[config.mk]
export PLATFORM = sky130hd
export DESIGN_NAME = decode_stage
export DESIGN_NICKNAME = d
export VERILOG_FILES = /design/src/rtl/decode_stage_pkg.sv /design/src/rtl/decode_stage_imm_gen.sv /design/src/rtl/decode_stage.sv
export SDC_FILE = /design/constraint.sdc
export NUM_CORES = 1
export LEC_CHECK = 0
export BUFFER_PORTS_ARGS = -buffer_cell sky130_fd_sc_hd__buf_4
export CAP_MARGIN = 20
export CORE_ASPECT_RATIO = 1.1
export CORE_MARGIN = 1
export CORE_UTILIZATION = 35
export CTS_BUF_LIST = sky130_fd_sc_hd__clkbuf_8
export DETAILED_ROUTE_END_ITERATION = 8
export PLACE_DENSITY = 0.58
export SYNTH_ARGS = -nofsm -noshare
export SYNTH_HDL_FRONTEND = slang
export SYNTH_SLANG_ARGS = --single-unit
[constraint.sdc]
create_clock -name clk -period 6.5 [get_ports clk]
set_input_delay 0.325 -clock clk [delete_from_list [all_inputs] [get_ports clk]]
set_output_delay 0.325 -clock clk [all_outputs]
set_load 0.005 [all_outputs]
[src/rtl/decode_stage_pkg.sv]
// rtl/decode_stage_pkg.sv - RV32I opcodes, instruction field positions and immediate formats
package decode_stage_pkg;

    localparam int XLEN_DEFAULT = 32;

    localparam logic [6:0] OPC_OP       = 7'b0110011;
    localparam logic [6:0] OPC_OP_IMM   = 7'b0010011;
    localparam logic [6:0] OPC_LOAD     = 7'b0000011;
    localparam logic [6:0] OPC_STORE    = 7'b0100011;
    localparam logic [6:0] OPC_BRANCH   = 7'b1100011;
    localparam logic [6:0] OPC_JAL      = 7'b1101111;
    localparam logic [6:0] OPC_JALR     = 7'b1100111;
    localparam logic [6:0] OPC_LUI      = 7'b0110111;
    localparam logic [6:0] OPC_AUIPC    = 7'b0010111;
    localparam logic [6:0] OPC_SYSTEM   = 7'b1110011;
    localparam logic [6:0] OPC_MISC_MEM = 7'b0001111;

    localparam int RD_LSB  = 7;
    localparam int F3_LSB  = 12;
    localparam int RS1_LSB = 15;
    localparam int RS2_LSB = 20;
    localparam int F7_LSB  = 25;

    typedef enum logic [2:0] {
        FMT_R,
        FMT_I,
        FMT_S,
        FMT_B,
        FMT_U,
        FMT_J
    } fmt_e;

    // Illegal opcodes fall into FMT_R so they carry no immediate.
    function automatic fmt_e fmt_of(input logic [6:0] opcode);
        case (opcode)
            OPC_OP_IMM, OPC_LOAD, OPC_JALR,
            OPC_SYSTEM, OPC_MISC_MEM: return FMT_I;
            OPC_STORE:                return FMT_S;
            OPC_BRANCH:               return FMT_B;
            OPC_LUI, OPC_AUIPC:       return FMT_U;
            OPC_JAL:                  return FMT_J;
            default:                  return FMT_R;
        endcase
    endfunction

endpackage

[src/rtl/decode_stage_imm_gen.sv]
// rtl/decode_stage_imm_gen.sv - combinational RV32I immediate generator
module decode_stage_imm_gen
    import decode_stage_pkg::*;
#(
    parameter int XLEN = XLEN_DEFAULT
) (
    input  logic [31:0]     i_instr,
    output logic [XLEN-1:0] o_imm
);

    logic [31:0] w_imm32;

    always_comb begin
        w_imm32 = '0;
        case (fmt_of(i_instr[6:0]))
            FMT_I: w_imm32 = {{20{i_instr[31]}}, i_instr[31:20]};
            FMT_S: w_imm32 = {{20{i_instr[31]}}, i_instr[31:25], i_instr[11:7]};
            FMT_B: w_imm32 = {{19{i_instr[31]}}, i_instr[31], i_instr[7],
                              i_instr[30:25], i_instr[11:8], 1'b0};
            FMT_U: w_imm32 = {i_instr[31:12], 12'b0};
            FMT_J: w_imm32 = {{11{i_instr[31]}}, i_instr[31], i_instr[19:12],
                              i_instr[20], i_instr[30:21], 1'b0};
            default: w_imm32 = '0;
        endcase
    end

    assign o_imm = XLEN'($signed(w_imm32));

endmodule

[src/rtl/decode_stage.sv]
// rtl/decode_stage.sv - RV32I decode stage (IF/ID + ID/EX registers); DECODE_WB_BYPASS_EN adds writeback bypass
module decode_stage
    import decode_stage_pkg::*;
#(
    parameter int XLEN    = XLEN_DEFAULT,
    parameter int PC_W    = 32,
    parameter int RADDR_W = 5
) (
    input  logic               clk,
    input  logic               reset,
    input  logic               instrValid,
    output logic               instrReady,
    input  logic [31:0]        instr,
    input  logic [PC_W-1:0]    pcIn,
    input  logic               flush,
    output logic [RADDR_W-1:0] readRegister1,
    output logic [RADDR_W-1:0] readRegister2,
    input  logic [XLEN-1:0]    readData1,
    input  logic [XLEN-1:0]    readData2,
    input  logic               wbRegWrite,
    input  logic [RADDR_W-1:0] wbWriteRegister,
    input  logic [XLEN-1:0]    wbWriteData,
    output logic               outValid,
    input  logic               outReady,
    output logic [PC_W-1:0]    outPc,
    output logic [XLEN-1:0]    outOp1,
    output logic [XLEN-1:0]    outOp2,
    output logic [XLEN-1:0]    outImm,
    output logic [RADDR_W-1:0] outRd,
    output logic [RADDR_W-1:0] outRs1,
    output logic [RADDR_W-1:0] outRs2,
    output logic [6:0]         outOpcode,
    output logic [2:0]         outFunct3,
    output logic [6:0]         outFunct7,
    output logic               outRegWrite,
    output logic               outMemRead,
    output logic               outMemWrite,
    output logic               outIllegal
);

    logic               r_fd_valid;
    logic [31:0]        r_fd_instr;
    logic [PC_W-1:0]    r_fd_pc;

    logic               r_out_valid;
    logic [PC_W-1:0]    r_out_pc;
    logic [XLEN-1:0]    r_out_op1, r_out_op2, r_out_imm;
    logic [RADDR_W-1:0] r_out_rd, r_out_rs1, r_out_rs2;
    logic [6:0]         r_out_opcode, r_out_funct7;
    logic [2:0]         r_out_funct3;
    logic               r_out_reg_write, r_out_mem_read, r_out_mem_write, r_out_illegal;

    logic [6:0]         w_opcode, w_funct7;
    logic [2:0]         w_funct3;
    logic [RADDR_W-1:0] w_rd, w_rs1, w_rs2;
    logic               w_legal, w_reg_write, w_mem_read, w_mem_write;
    logic               w_rs1_used, w_rs2_used;
    logic               w_load_use, w_advance, w_fire;
    logic [XLEN-1:0]    w_imm, w_op1, w_op2;

    assign w_opcode = r_fd_instr[6:0];
    assign w_rd     = r_fd_instr[RD_LSB +: RADDR_W];
    assign w_funct3 = r_fd_instr[F3_LSB +: 3];
    assign w_rs1    = r_fd_instr[RS1_LSB +: RADDR_W];
    assign w_rs2    = r_fd_instr[RS2_LSB +: RADDR_W];
    assign w_funct7 = r_fd_instr[F7_LSB +: 7];

    assign readRegister1 = w_rs1;
    assign readRegister2 = w_rs2;

    always_comb begin
        w_legal     = 1'b1;
        w_reg_write = 1'b0;
        w_mem_read  = 1'b0;
        w_mem_write = 1'b0;
        case (w_opcode)
            OPC_OP, OPC_OP_IMM, OPC_JAL, OPC_JALR, OPC_LUI, OPC_AUIPC: w_reg_write = 1'b1;
            OPC_LOAD: begin
                w_reg_write = 1'b1;
                w_mem_read  = 1'b1;
            end
            OPC_STORE:                           w_mem_write = 1'b1;
            OPC_BRANCH, OPC_SYSTEM, OPC_MISC_MEM: w_legal    = 1'b1;
            default:                             w_legal    = 1'b0;
        endcase
    end

    assign w_rs1_used = !(w_opcode inside {OPC_LUI, OPC_AUIPC, OPC_JAL});
    assign w_rs2_used = w_opcode inside {OPC_OP, OPC_STORE, OPC_BRANCH};

    // A load sitting in ID/EX cannot supply its result to the instruction behind it yet.
    assign w_load_use = r_out_valid && r_out_mem_read && (r_out_rd != '0) &&
                        ((w_rs1_used && (r_out_rd == w_rs1)) ||
                         (w_rs2_used && (r_out_rd == w_rs2)));

    assign w_advance  = r_fd_valid && !w_load_use && (!r_out_valid || outReady);
    assign instrReady = !reset && !flush && (!r_fd_valid || w_advance);
    assign w_fire     = instrValid && instrReady;

`ifdef DECODE_WB_BYPASS_EN
    assign w_op1 = (w_rs1 == '0) ? '0 :
                   (wbRegWrite && (wbWriteRegister == w_rs1)) ? wbWriteData : readData1;
    assign w_op2 = (w_rs2 == '0) ? '0 :
                   (wbRegWrite && (wbWriteRegister == w_rs2)) ? wbWriteData : readData2;
`else
    logic w_unused_wb;
    assign w_unused_wb = ^{wbRegWrite, wbWriteRegister, wbWriteData};
    assign w_op1 = (w_rs1 == '0) ? '0 : readData1;
    assign w_op2 = (w_rs2 == '0) ? '0 : readData2;
`endif

    decode_stage_imm_gen #(.XLEN(XLEN)) u_imm_gen (
        .i_instr (r_fd_instr),
        .o_imm   (w_imm)
    );

    always_ff @(posedge clk) begin
        if (reset) begin
            r_fd_valid <= 1'b0;
            r_fd_instr <= '0;
            r_fd_pc    <= '0;
        end else if (flush) begin
            r_fd_valid <= 1'b0;
        end else if (w_fire) begin
            r_fd_valid <= 1'b1;
            r_fd_instr <= instr;
            r_fd_pc    <= pcIn;
        end else if (w_advance) begin
            r_fd_valid <= 1'b0;
        end
    end

    always_ff @(posedge clk) begin
        if (reset) begin
            r_out_valid     <= 1'b0;
            r_out_pc        <= '0;
            r_out_op1       <= '0;
            r_out_op2       <= '0;
            r_out_imm       <= '0;
            r_out_rd        <= '0;
            r_out_rs1       <= '0;
            r_out_rs2       <= '0;
            r_out_opcode    <= '0;
            r_out_funct3    <= '0;
            r_out_funct7    <= '0;
            r_out_reg_write <= 1'b0;
            r_out_mem_read  <= 1'b0;
            r_out_mem_write <= 1'b0;
            r_out_illegal   <= 1'b0;
        end else if (flush) begin
            r_out_valid <= 1'b0;
        end else if (w_advance) begin
            r_out_valid     <= 1'b1;
            r_out_pc        <= r_fd_pc;
            r_out_op1       <= w_op1;
            r_out_op2       <= w_op2;
            r_out_imm       <= w_imm;
            r_out_rd        <= w_rd;
            r_out_rs1       <= w_rs1;
            r_out_rs2       <= w_rs2;
            r_out_opcode    <= w_opcode;
            r_out_funct3    <= w_funct3;
            r_out_funct7    <= w_funct7;
            r_out_reg_write <= w_reg_write && w_legal;
            r_out_mem_read  <= w_mem_read && w_legal;
            r_out_mem_write <= w_mem_write && w_legal;
            r_out_illegal   <= !w_legal;
        end else if (r_out_valid && outReady) begin
            r_out_valid <= 1'b0;
        end
    end

    assign outValid    = r_out_valid;
    assign outPc       = r_out_pc;
    assign outOp1      = r_out_op1;
    assign outOp2      = r_out_op2;
    assign outImm      = r_out_imm;
    assign outRd       = r_out_rd;
    assign outRs1      = r_out_rs1;
    assign outRs2      = r_out_rs2;
    assign outOpcode   = r_out_opcode;
    assign outFunct3   = r_out_funct3;
    assign outFunct7   = r_out_funct7;
    assign outRegWrite = r_out_reg_write;
    assign outMemRead  = r_out_mem_read;
    assign outMemWrite = r_out_mem_write;
    assign outIllegal  = r_out_illegal;

endmodule

# Yosys cells after proc, flatten, opt, wreduce, memory -nomap -nowiden
# Cells that the tools add are included.
[classes]
n_eq_ne = 18
n_mux = 12
bitwise_logic = 1
n_reduce_logical = 38
[ops]
columns = ["cell", "count"]
rows = [
  ["$pmux 32 s5", 1],
  ["$mux 32", 2],
  ["$eq 7x7->1 const B", 4],
  ["$eq 7x6->1 const B", 3],
  ["$pmux 3 s5", 1],
  ["$eq 7x5->1 const B", 2],
  ["$logic_and 1x1->1", 14],
  ["$reduce_or 11->1", 1],
  ["$eq 5x5->1", 2],
  ["$logic_not 5->1", 2],
  ["$mux 1", 8],
  ["$eq 7x2->1 const B", 1],
  ["$eq 7x4->1 const B", 1],
  ["$logic_not 1->1", 7],
  ["$reduce_or 7->1", 1],
  ["$eq 3x2->1 const B", 2],
  ["$eq 3x3->1 const B", 2],
  ["$reduce_bool 3->1", 2],
  ["$reduce_bool 5->1", 1],
  ["$reduce_or 5->1", 1],
  ["$reduce_and 2->1", 2],
  ["$reduce_bool 2->1", 2],
  ["$reduce_or 2->1", 2],
  ["$eq 3x1->1 const B", 1],
  ["other kinds (2)", 4],
]
[totals]
regBits = 230
out_inout_bits = 176

# Depth between registers and ports, before layout
# Gate-level depths: netlist of the first run.
[logic_depth]
depth_word = 13
mapped_depth = 10

# Cells and area by module
# A second synthesis of the first run with hierarchy kept.
[unflattened]
cells_unflattened = 972
area_unflattened_um2 = 9803.2
[modules_own_cells]
columns = ["mod", "instances", "cells_each", "area_per_inst_um2"]
rows = [
  ["decode_stage", 1, 885, 9160.0],
  ["decode_stage_imm_gen", 1, 87, 643.1],
]

# Worst setup path before layout of the first run
# No wires, ideal clock.
[synth_timing]
kind = "register -> register"
from = "register r_fd_instr[3]"
to = "register r_fd_instr[29]"
setup_time_ns = 0.121
arrival_ns = 2.123
setup_slack_ns = 4.255
stages_incl_launch_ff = 9
n_path_buf = 3
synth_period_minus_slack_ns = 2.245
path_cell_list = "dfxtp_1 buf_6 or3b_2 a2111oi_2 a32oi_1 o2111ai_1 buf_4 buf_6 mux2_4"
[synth_between]
elab_chain_len = 13
word_cells_on_any_way = 20
cone_classes = "eq/ne (6); reduce/logical (14)"
[synth_lines]
columns = ["item", "line", "source"]
rows = [
  ["start, declared", "decode_stage.sv:42", "logic [31:0] r_fd_instr;"],
  ["start signal, assigned", "decode_stage.sv:126", "r_fd_instr <= instr;"],
  ["$eq 7x6->1 (tied with other cells)", "decode_stage.sv:88", "assign w_rs1_used = !(w_opcode inside {OPC_LUI, OPC_AUIPC, OPC_JAL});"],
  ["$reduce_bool 3->1", "decode_stage.sv:88", ""],
  ["$logic_not 1->1", "decode_stage.sv:88", ""],
  ["$logic_and 1x1->1", "decode_stage.sv:93", "((w_rs1_used && (r_out_rd == w_rs1)) ||"],
  ["$logic_or 1x1->1 *", "decode_stage.sv:93", ""],
  ["$logic_and 1x1->1 *", "decode_stage.sv:92", "assign w_load_use = r_out_valid && r_out_mem_read && (r_out_rd != '0) &&"],
  ["$logic_not 1->1 *", "decode_stage.sv:96", "assign w_advance = r_fd_valid && !w_load_use && (!r_out_valid || outReady);"],
  ["$logic_and 1x1->1 * (2 in a row)", "decode_stage.sv:96", ""],
  ["$logic_or 1x1->1 *", "decode_stage.sv:97", "assign instrReady = !reset && !flush && (!r_fd_valid || w_advance);"],
  ["$logic_and 1x1->1 *", "decode_stage.sv:97", ""],
  ["$logic_and 1x1->1 *", "decode_stage.sv:98", "assign w_fire = instrValid && instrReady;"],
  ["$reduce_and 2->1 (no line) *", "n/a", ""],
]
# Mark *: on every way between the ends. The rest lies on a longest branch, timed or not.
# A chain may end at the register's enable or synchronous reset.

# Final worst setup path of the first run
[layout_timing]
from = "register r_fd_instr[4]"
to = "register r_out_pc[15], in the netlist outPc[15]"
[layout_between]
elab_chain_len = 10
word_cells_on_any_way = 17
cone_classes = "eq/ne (6); reduce/logical (11)"
[layout_lines]
columns = ["item", "line", "source"]
rows = [
  ["$eq 7x6->1 (tied with other cells)", "decode_stage.sv:88", ""],
  ["$reduce_bool 3->1", "decode_stage.sv:88", ""],
  ["$logic_not 1->1", "decode_stage.sv:88", ""],
  ["$logic_and 1x1->1", "decode_stage.sv:93", ""],
  ["$logic_or 1x1->1 *", "decode_stage.sv:93", ""],
  ["$logic_and 1x1->1 *", "decode_stage.sv:92", ""],
  ["$logic_not 1->1 *", "decode_stage.sv:96", ""],
  ["$logic_and 1x1->1 * (2 in a row)", "decode_stage.sv:96", ""],
  ["$reduce_and 2->1 (no line) *", "n/a", ""],
  ["end signal, assigned", "decode_stage.sv:154", "r_out_pc <= r_fd_pc;"],
  ["end, declared", "decode_stage.sv:46", "logic [PC_W-1:0] r_out_pc;"],
]
# Marks and branches as above.

==> results of run 1 <==
==> cells by family after synthesis <==
group / after synthesis / synth area share, %
xor+xnor: 10 / 0.9030
buf+inv: 156 / 7.779
simple gates: 319 / 13.70
compound gates: 123 / 9.069
flops: 230 / 47.47
mux: 202 / 21.08
==> layer usage <==
| metal | vias up | global-route usage [%] | part of all wire [%] |
|---|---|---|---|
| met2 | 272 | 30.16 | 47 |
| met5 | - | 0 | 0 |
| met3 | 61 | 5.168 | 7.0 |
| li1 | 4102 | - | - |
| met4 | 0 | 7.469 | 3.1 |
| met1 | 3854 | 23.54 | 43 |
==> report_power, final <==
part | internal (mW) | switching, mW | total (mW)
combinational | 0.144 | 0.137 | 0.281
clock | 0.718 | 0.584 | 1.30
sequential | 1.45 | 0.0324 | 1.48
==> final cells by class <==
type                       instances  area [um2]  area share (%)
clock buffer                      49       674.4           5.142
clock inverter                    21       112.6          0.8586
inverter                          66       252.7           1.927
multi-input combinational        654        4399           33.54
sequential                       230        4604           35.11
tap                              357       446.7           3.406
timing repair buffer             342        2625           20.02
==> flip-flops by register name, indices dropped and copies added (netlist names), 3 cells and up <==
| signal | count |
|---|---|
| outOp1 | 32 |
| r_fd_pc | 32 |
| outImm | 32 |
| outOpcode | 7 |
| r_fd_instr | 32 |
| outRs2 | 5 |
| outPc | 32 |
| outRs1 | 5 |
| outFunct7 | 7 |
| outRd | 5 |
| outOp2 | 32 |
| outFunct3 | 3 |
==> metrics by stage <==
| stage | power, mW | util, % | cells | setup slack [ns] | hold WS (ns) |
|---|---|---|---|---|---|
| 2_1_floorplan | 1.653 | - | 1040 | 4.255 | 0.4043 |
| 3_3_place_gp | 1.780 | 44.62 | 1626 | 2.600 | 0.4437 |
| 3_5_place_dp | 1.782 | 44.62 | 1626 | 2.574 | 0.4470 |
| 4_1_cts | 3.120 | 48.37 | 1719 | 2.568 | 0.0003155 |
| 5_1_grt | 3.211 | 48.37 | 1719 | 2.344 | 0.004692 |
| 6_report | 3.064 | 48.37 | 1719 | 2.590 | 0.03500 |
==> cells in the final DEF (no fill, tap or decap), drive strengths merged, types with 3 or more instances in the layout <==
master       Yosys  routed
o211ai           7       7
a32oi            3       3
or3b             3       3
dlygate4sd3      0      23
dfxtp          230     230
clkbuf          45      49
nand2          261     261
nor4             4       4
mux2            12      12
a211oi          40      40
a21oi           12      12
nor2b           15      15
nand2b           3       3
o21ai            5       5
and3             3       3
a31oi           29      29
a22oi           13      13
o2111ai          3       3
xor2            10      10
buf             45     319
nand3            5       5
mux2i          190     190
and2             3       3
inv             66      84
nor3             6       6
nor2             8       8
==> final timing paths <==
path | startpoint | to | slack [ns]
worst max-delay path | r_fd_instr[4]$_SDFFE_PP0P_ | outPc[15]$_SDFFE_PP0P_ | 2.59
worst min-delay path | instr[27] | r_fd_instr[27]$_SDFFE_PP0P_ | 0.04
worst max register to register | r_fd_instr[4]$_SDFFE_PP0P_ | outPc[15]$_SDFFE_PP0P_ | 2.59
worst min register to register | outPc[6]$_SDFFE_PP0P_ | outPc[6]$_SDFFE_PP0P_ | 0.46
==> worst max-delay path, cell delays in order, from the launching register on <==
cell,delay [ns]
dfxtp_1,0.72
or3b_4,0.47
a211oi_4,0.47
nand4b_1,0.18
buf_4,0.36
and3_4,0.83
buf_4,0.54
mux2i_1,0.24
==> flow_metrics.tcl, run 1 <==
set metrics [dict create \
    cp_max_fo 53 \
    drt_iter0_markers 508 \
    syn_area_um2 9699 \
    start_util_pct 35.77 \
    worst-slew-pin-transition_ns 1.079 \
    min_delay_path_depth 2 \
    avgSynthCellArea_um2 9.326 \
    via_count 8289 \
    finClkSkew_ns 0.01680 \
    cts_num_sinks 230 \
    core_area_um2 27120 \
    cp.required_ns 6.94 \
    io_pins 347 \
    fp.dieArea_um2 28380 \
    placed_area_um2 12100 \
    die_x_um 160.7 \
    cts_made_buffers 41 \
    crit_path_end_kind "flop" \
    grt_max_degree 99 \
    fp.dieH_um 176.6 \
    yosysTopAreaCellShare_pct 47.47 \
    async_flop_share_pct 0 \
    netlist_top_cells_count "nand2_1, dfxtp_1, mux2i_1" \
    antenna_cells 0 \
    critical_path_class "flop to flop" \
    syn_nets 1211 \
    syn_inst 1040 \
    maxSlewHeadroom_pct 27.48 \
    drv_slew 0 \
    cts_setup_buffers 0 \
    max-cap-violations 0 \
    firstDrtPassIters 5 \
    clk_pin_slew_ns 0.06 \
    ys_types 48 \
    min_period_ns 3.910 \
    syn2layout_area_growth_pct 35.22 \
    via_per_inst 4.822 \
    cts_tree "yes" \
    finalCritPeriodShare_pct 60.15 \
    hp-class "input port to flop" \
    num_rows 63 \
    setup_viol 0 \
    overflow 0 \
    ys_ff_latch 230 \
    yosys_warnings 0 \
    clkLatencyLatePin_ns 0.53 \
    layout.nets 1506 \
    post_drt_wl_per_cell_um 16.10 \
    drive_above_1_share_pct 28.85 \
    ir_drop_v 0.0001275 \
    synth_top_area_cell "dfxtp_1" \
    synth_most_common_cell "nand2_1" \
    numPortBuffers 308 \
    hpwlAfterDp_mm 18.61 \
    htreeDepth 2 \
    globalplace.congestion 0.8065 \
    start_kind "flop" \
    fmax_mhz 255.8 \
    status "completed" \
    grt_pass1_wl_mm 42.90 \
    ys_seq_area_share_pct 47.47 \
    cts_hold_buf 23 \
    antenna_found_initial 0 \
    drt_wl_total_mm 27.68 \
    p_leak_nw 6.408 \
    worstPathArrival_ns 4.35 \
    n_fill_cell 2683 \
    track_usage_pct 18.69 \
    finalSetupTns_ns 0 \
    post_cts_resized 0 \
    synth_edf_count 0 \
    hold_violations 0 \
    synthTopCellsByArea "dfxtp_1, mux2i_1, nand2_1, a211oi_1, inv_1" \
    p_per_area_nw_per_um2 233.6 \
    design_area_um2 13120 \
    clock_path_buffers 3 \
    antenna_left 0 \
    rr_worst_depth 7 \
    grt_pass1_vias 7928 \
    cts_root_buffer "clkbuf_8" \
    route.detailed.drc 0 \
    rsz0062_at_grt "false" \
    synth_ff_type "dfxtp_1" \
]
(Power assumes the default switching activity.)
==> run 2, diff against run 1 <==
--- a/config.mk
+++ b/config.mk
@@ -12,7 +12,7 @@
 export CORE_UTILIZATION = 35
 export CTS_BUF_LIST = sky130_fd_sc_hd__clkbuf_8
 export DETAILED_ROUTE_END_ITERATION = 8
-export PLACE_DENSITY = 0.58
+export PLACE_DENSITY = 0.6
 export SYNTH_ARGS = -nofsm -noshare
 export SYNTH_HDL_FRONTEND = slang
 export SYNTH_SLANG_ARGS = --single-unit
==> constraint.sdc (replaced) <==
create_clock -name clk -period 3.5 [get_ports clk]
set_input_delay 0.175 -clock clk [delete_from_list [all_inputs] [get_ports clk]]
set_output_delay 0.175 -clock clk [all_outputs]
set_load 0.005 [all_outputs]
==> flow_metrics.tcl, run 2 (same netlist as run 1, synthesis figures left out) <==
set metrics [dict create \
    status "completed" \
    power_mw 5.889 \
    route.detailed.drc 0 \
    max-cap-violations 0 \
    cp.required_ns 3.32 \
    drive_above_1_share_pct 28.30 \
    track_usage_pct 19.97 \
    antenna_left 0 \
    fmax_mhz 326.9 \
    worstPathArrival_ns 2.88 \
    cts_tree "yes" \
    antenna_cells 0 \
    rsz0062_at_grt "false" \
    pre_cts_slack_ns 0.5766 \
    hp-class "input port to flop" \
    critical_path_class "flop to output port" \
    drt_wl_total_mm 29.37 \
    worst_path_largest_cell_delay_ns 0.62 \
    drv_slew 0 \
    finClkSkew_ns 0.02266 \
    cts_root_buffer "clkbuf_8" \
    drt_iter0_markers 507 \
    maxSlewHeadroom_pct 41.69 \
    firstDrtPassIters 5 \
    grt_max_degree 87 \
    crit_path_end_kind "output port" \
    hpwlAfterDp_mm 19.18 \
    num_rows 63 \
    p_leak_nw 6.961 \
    final_common_cell "buf_4" \
    start_util_pct 35.77 \
    use_met2_pct 33.24 \
    top_usage_layer "met2" \
    min_delay_path_depth 4 \
    clkLatencyLatePin_ns 0.53 \
    timing.rr.start "r_fd_instr[3]$_SDFFE_PP0P_" \
    hold_end "outValid$_SDFFE_PP0P_" \
    via_per_inst 4.799 \
    grt_pass1_vias 8858 \
    r2r-end "outPc[21]$_SDFFE_PP0P_" \
    hold_violations 0 \
    gr-usage-met1_pct 24.59 \
    layout_common_cells "buf_4, nand2_1, dfxtp_1" \
    cts_made_buffers 40 \
    finalSetupTns_ns 0 \
    worst-slew-pin-transition_ns 0.8680 \
    syn2layout_area_growth_pct 49.14 \
    gr-usage-met3_pct 4.933 \
    antenna_found_initial 0 \
    htreeDepth 2 \
    slowest_stage "dfxtp_1" \
    io_pins 347 \
    via_count 8835 \
    fin_ws_ns 0.4412 \
    numPortBuffers 308 \
    grt_pass1_wl_mm 46.10 \
    fp.dieArea_um2 28380 \
    clock_path_buffers 3 \
    rrSetupSlack_ns 0.67 \
    path_cells "or3b_2 -> nor2_1 -> a41oi_2 -> buf_4 -> buf_4 -> a21oi_1 -> nor3_1 -> buf_4" \
    setup_viol 0 \
    start_kind "flop" \
    ir_drop_v 0.0003493 \
    rr_worst_depth 7 \
    cp_max_fo 18 \
    p_per_area_nw_per_um2 407.1 \
    min_period_ns 3.059 \
    layout.nets 1633 \
    n_fill_cell 2494 \
    seq_area_um2 4604 \
    clk_pin_slew_ns 0.06 \
    fp.dieH_um 176.6 \
    overflow 0 \
    core_area_um2 27120 \
    post_drt_wl_per_cell_um 15.95 \
    finalCritPeriodShare_pct 87.39 \
    hp-start "outReady" \
    cts_num_sinks 230 \
    globalplace.congestion 0.8235 \
    multi_input_area_um2 4399 \
    crit_top_cell "buf_4" \
    die_x_um 160.7 \
]
## run 2: cell types whose count changed in the layout (fill, tap and decap cells not counted)
cell / before / now
inv_6: 2 / 1
dlygate4sd3_1: 23 / 130
clkinv_2: 2 / 3
buf_4: 319 / 332
clkbuf_8: 49 / 53
inv_1: 82 / 70
buf_12: 0 / 8
clkinvlp_4: 0 / 2
## run 2: repair_timing
| item | in CTS | in global routing |
|---|---|---|
| hold endpoints to repair | 130 | 0 |
| resized for setup | 0 | 0 |
| hold buffers | 130 | 0 |
| buffers inserted | 0 | 4 |
| setup endpoints to repair | 0 | 1 |
## run 2: routing by layer
metal	wire length [um]	vias to the layer above
met1	12610	4151
li1	-	4347
met2	13920	270
met4	1018	0
met5	0	-
met3	1818	67
## run 2: critical path, delay by kind of cell (launching register included)
family	cells	cell delay, ns
buffers and inverters	3	0.57
DFF	1	0.62
and+or+nand+nor	3	0.78
AOI/OAI and AO/OA	2	0.38
## run 2: final cells by class
| type | count | area share (%) |
|---|---|---|
| flip-flops and latches | 230 | 31.83 |
| multi-input cells | 654 | 30.41 |
| repair buffers | 470 | 27.33 |
| clock buffers | 53 | 5.043 |
| well taps | 357 | 3.088 |
| inverters | 66 | 1.747 |
| clock inverters | 11 | 0.5449 |
## run 2: how the worst max path moves through the flow
stage	start	to	slack, ns	cells after the start
final	r_fd_instr[5]$_SDFFE_PP0P_	instrReady	0.44	8
after global routing	r_fd_instr[5]$_SDFFE_PP0P_	instrReady	0.27	8
after CTS	outRd[4]$_SDFFE_PP0P_	instrReady	0.09	7
after detailed placement	outRd[4]$_SDFFE_PP0P_	outOp1[20]$_SDFFE_PP0P_	0.58	6
after global placement	outRd[4]$_SDFFE_PP0P_	outOp1[26]$_SDFFE_PP0P_	0.64	6
after floorplan	r_fd_instr[3]$_SDFFE_PP0P_	r_fd_instr[29]$_SDFFE_PP0P_	1.26	8
## run 2: power breakdown
part	switching (mW)	total [mW]	internal, mW	leakage, nW
registers	0.0491	2.74	2.69	1.86
logic	0.299	0.660	0.361	4.66
clock network	1.08	2.49	1.41	0.434
## run 2: stage by stage
| step | instance area, um2 | hold slack, ns | util, % | std cells |
|---|---|---|---|---|
| after floorplan | 9699 | 0.2543 | - | 1040 |
| after global placement | 12330 | 0.3996 | 45.46 | 1643 |
| after detailed placement | 12330 | 0.3976 | 45.46 | 1643 |
| after CTS | 14440 | 0.04084 | 53.23 | 1837 |
| after global routing | 14470 | 0.06221 | 53.35 | 1841 |
| final | 14470 | 0.06703 | 53.35 | 1841 |
==> run 3, diff against run 2 <==
--- a/config.mk
+++ b/config.mk
@@ -5,6 +5,7 @@
 export SDC_FILE = /design/constraint.sdc
 export NUM_CORES = 1
 export LEC_CHECK = 0
+export ABC_AREA = 1
 export BUFFER_PORTS_ARGS = -buffer_cell sky130_fd_sc_hd__buf_4
 export CAP_MARGIN = 20
 export CORE_ASPECT_RATIO = 1.1
==> flow_metrics.tcl, run 3 <==
set metrics [dict create \
    drt_wl_total_mm 31.90 \
    p_leak_nw 6.539 \
    n_fill_cell 2649 \
    clkLatencyLatePin_ns 0.55 \
    fp.dieArea_um2 28370 \
    status "completed" \
    cts_num_sinks 230 \
    max-cap-violations 0 \
    finClkSkew_ns 0.03002 \
    start_kind "flop" \
    ys_types 28 \
    core_area_um2 27120 \
    cts_setup_buffers 0 \
    synthTopCellsByArea "dfxtp_1, nand2_1, a21oi_1, inv_1, nand4_1" \
    htreeDepth 2 \
    cts_tree "yes" \
    cp.required_ns 3.97 \
    async_flop_share_pct 0 \
    maxSlewHeadroom_pct 40.23 \
    numPortBuffers 308 \
    finalSetupTns_ns 0 \
    post_drt_wl_per_cell_um 15.07 \
    grt_max_degree 221 \
    clock_path_buffers 3 \
    fin_cells 2117 \
    synth_top_area_cell "dfxtp_1" \
    place_inst 1915 \
    synth_ff_type "dfxtp_1" \
    crit_top_cell "nand2_2" \
    rsz0062_at_grt "false" \
    syn_area_um2 9696 \
    synth_edf_count 0 \
    worstPathArrival_ns 3.21 \
    hpwlAfterDp_mm 20.32 \
    slowest_stage "buf_12" \
    via_per_inst 4.701 \
    drive_above_1_share_pct 22.10 \
    worst-slew-pin-transition_ns 0.8966 \
    layout.nets 1901 \
    grt_pass1_vias 9454 \
    antenna_left 0 \
    yosys_warnings 0 \
    layout_common_cells "buf_4, nand2_1, dfxtp_1" \
    io_pins 347 \
    finalCritPeriodShare_pct 78.20 \
    min_period_ns 2.737 \
    post_cts_resized 0 \
    track_usage_pct 21.64 \
    antenna_found_initial 4 \
    p_per_area_nw_per_um2 403.0 \
    setup_viol 0 \
    critical_path_class "flop to flop" \
    cts_made_buffers 41 \
    final_common_cell "buf_4" \
    synth_most_common_cell "nand2_1" \
    crit_path_end_kind "flop" \
    ir_drop_v 0.0003045 \
    via_count 9953 \
    firstDrtPassIters 4 \
    syn_nets 1515 \
    route.detailed.drc 0 \
    die_x_um 160.7 \
    globalplace.congestion 0.8455 \
    ys_ff_latch 230 \
    yosysTopAreaCellShare_pct 47.49 \
    cts_root_buffer "clkbuf_8" \
    avgSynthCellArea_um2 7.214 \
    hp-class "input port to flop" \
    syn2layout_area_growth_pct 45.08 \
    drt_iter0_markers 666 \
    worst_path_largest_cell_delay_ns 0.67 \
    netlist_top_cells_count "nand2_1, dfxtp_1, inv_1" \
    drv_slew 0 \
    num_rows 63 \
    overflow 0 \
    syn_inst 1344 \
    cp_max_fo 220 \
    fmax_mhz 365.4 \
    ys_seq_area_share_pct 47.49 \
    hold_violations 0 \
    start_util_pct 35.76 \
    fp.dieH_um 176.6 \
    clk_pin_slew_ns 0.06 \
    path_cells "inv_2 -> nor2_2 -> nand2_2 -> nand2_2 -> inv_2 -> nand3_1 -> nand2_1 -> nand2_2 -> nand3_4 -> nor2_4 -> buf_12 -> nand3_1 -> a21oi_1" \
    grt_pass1_wl_mm 49.74 \
]
## run 3: cell types whose count changed after synthesis, moves of 15 or more
cell,before,now
mux2i_1,190,0
a31oi_1,29,0
nand2_1,261,298
nand4_1,1,68
a211oi_1,39,0
nand3_1,5,82
o21ai_1,0,24
nor2_1,8,78
nor2b_1,15,0
a21oi_1,12,168
o21ai_0,5,42
inv_1,66,202
## run 3: path summary, 6_finish.rpt
check	start	to	slack [ns]	cells past startpoint
max	r_fd_instr[6]$_SDFFE_PP0P_	outOp1[11]$_SDFFE_PP0P_	0.76	13
min	instr[10]	r_fd_instr[10]$_SDFFE_PP0P_	0.03	5
max reg2reg	r_fd_instr[6]$_SDFFE_PP0P_	outOp1[11]$_SDFFE_PP0P_	0.76	13
min reg2reg	r_fd_pc[31]$_SDFFE_PP0P_	outPc[31]$_SDFFE_PP0P_	0.43	2
## run 3: area by class of cell
cell class,instances,area [um2],area share (%)
Clock buffer,49,674.4,4.795
Tap cell,357,446.7,3.176
Clock inverter,20,78.83,0.5604
Antenna cell,4,10.01,0.07116
Timing Repair Buffer,451,3751,26.67
Inverter,207,779.5,5.542
Multi-Input combinational cell,799,3721,26.45
Sequential cell,230,4604,32.73
## run 3: per-stage QoR
stage	hold slack (ns)	instance area, um2	total power, mW	setup slack (ns)	utilization (%)
finish	0.02727	14070	5.669	0.7630	51.87
global route	0.02859	14060	5.933	0.5393	51.86
CTS	0.0003668	14030	5.745	0.5837	51.74
detailed placement	0.4429	11990	3.265	0.6046	44.23
global placement	0.4355	11990	3.265	0.7112	44.23
floorplan	0.3350	9696	3.039	1.676	-
## run 3: power by group
| part | internal (mW) | switching [mW] | leakage (nW) |
|---|---|---|---|
| clock | 1.25 | 1.09 | 0.454 |
| sequential | 2.67 | 0.0354 | 1.86 |
| combinational | 0.301 | 0.319 | 4.22 |
| total | 4.23 | 1.44 | 6.54 |
## run 3: repair_timing
action / CTS / global route
endpoints found under the setup margin: 0 / 0
hold buffers: 128 / 0
endpoints found under the hold margin: 127 / 0
## run 3: cell families (layout without fill, tap and decap cells)
kind of cell / Yosys count / after routing / share of synthesized area [%]
compound gates: 256 / 256 / 13.71
xor+xnor: 5 / 5 / 0.4518
buf+inv: 315 / 727 / 14.29
flops: 230 / 230 / 47.49
other cells: 0 / 4 / 0
simple gates: 538 / 538 / 24.07
## run 3: worst max-delay path, delay by kind of cell (launching register included)
kind | cells | cell delay (ns)
simple gates | 9 | 1.04
buf+inv | 3 | 0.87
flops | 1 | 0.48
compound gates | 1 | 0.17
## run 3: per-layer routing
metal / global-route usage (%) / part of all wire, %
met1: 26.64 / 43
met2: 36.20 / 46
met3: 5.849 / 7.4
met4: 7.744 / 2.8
met5: 0 / 0
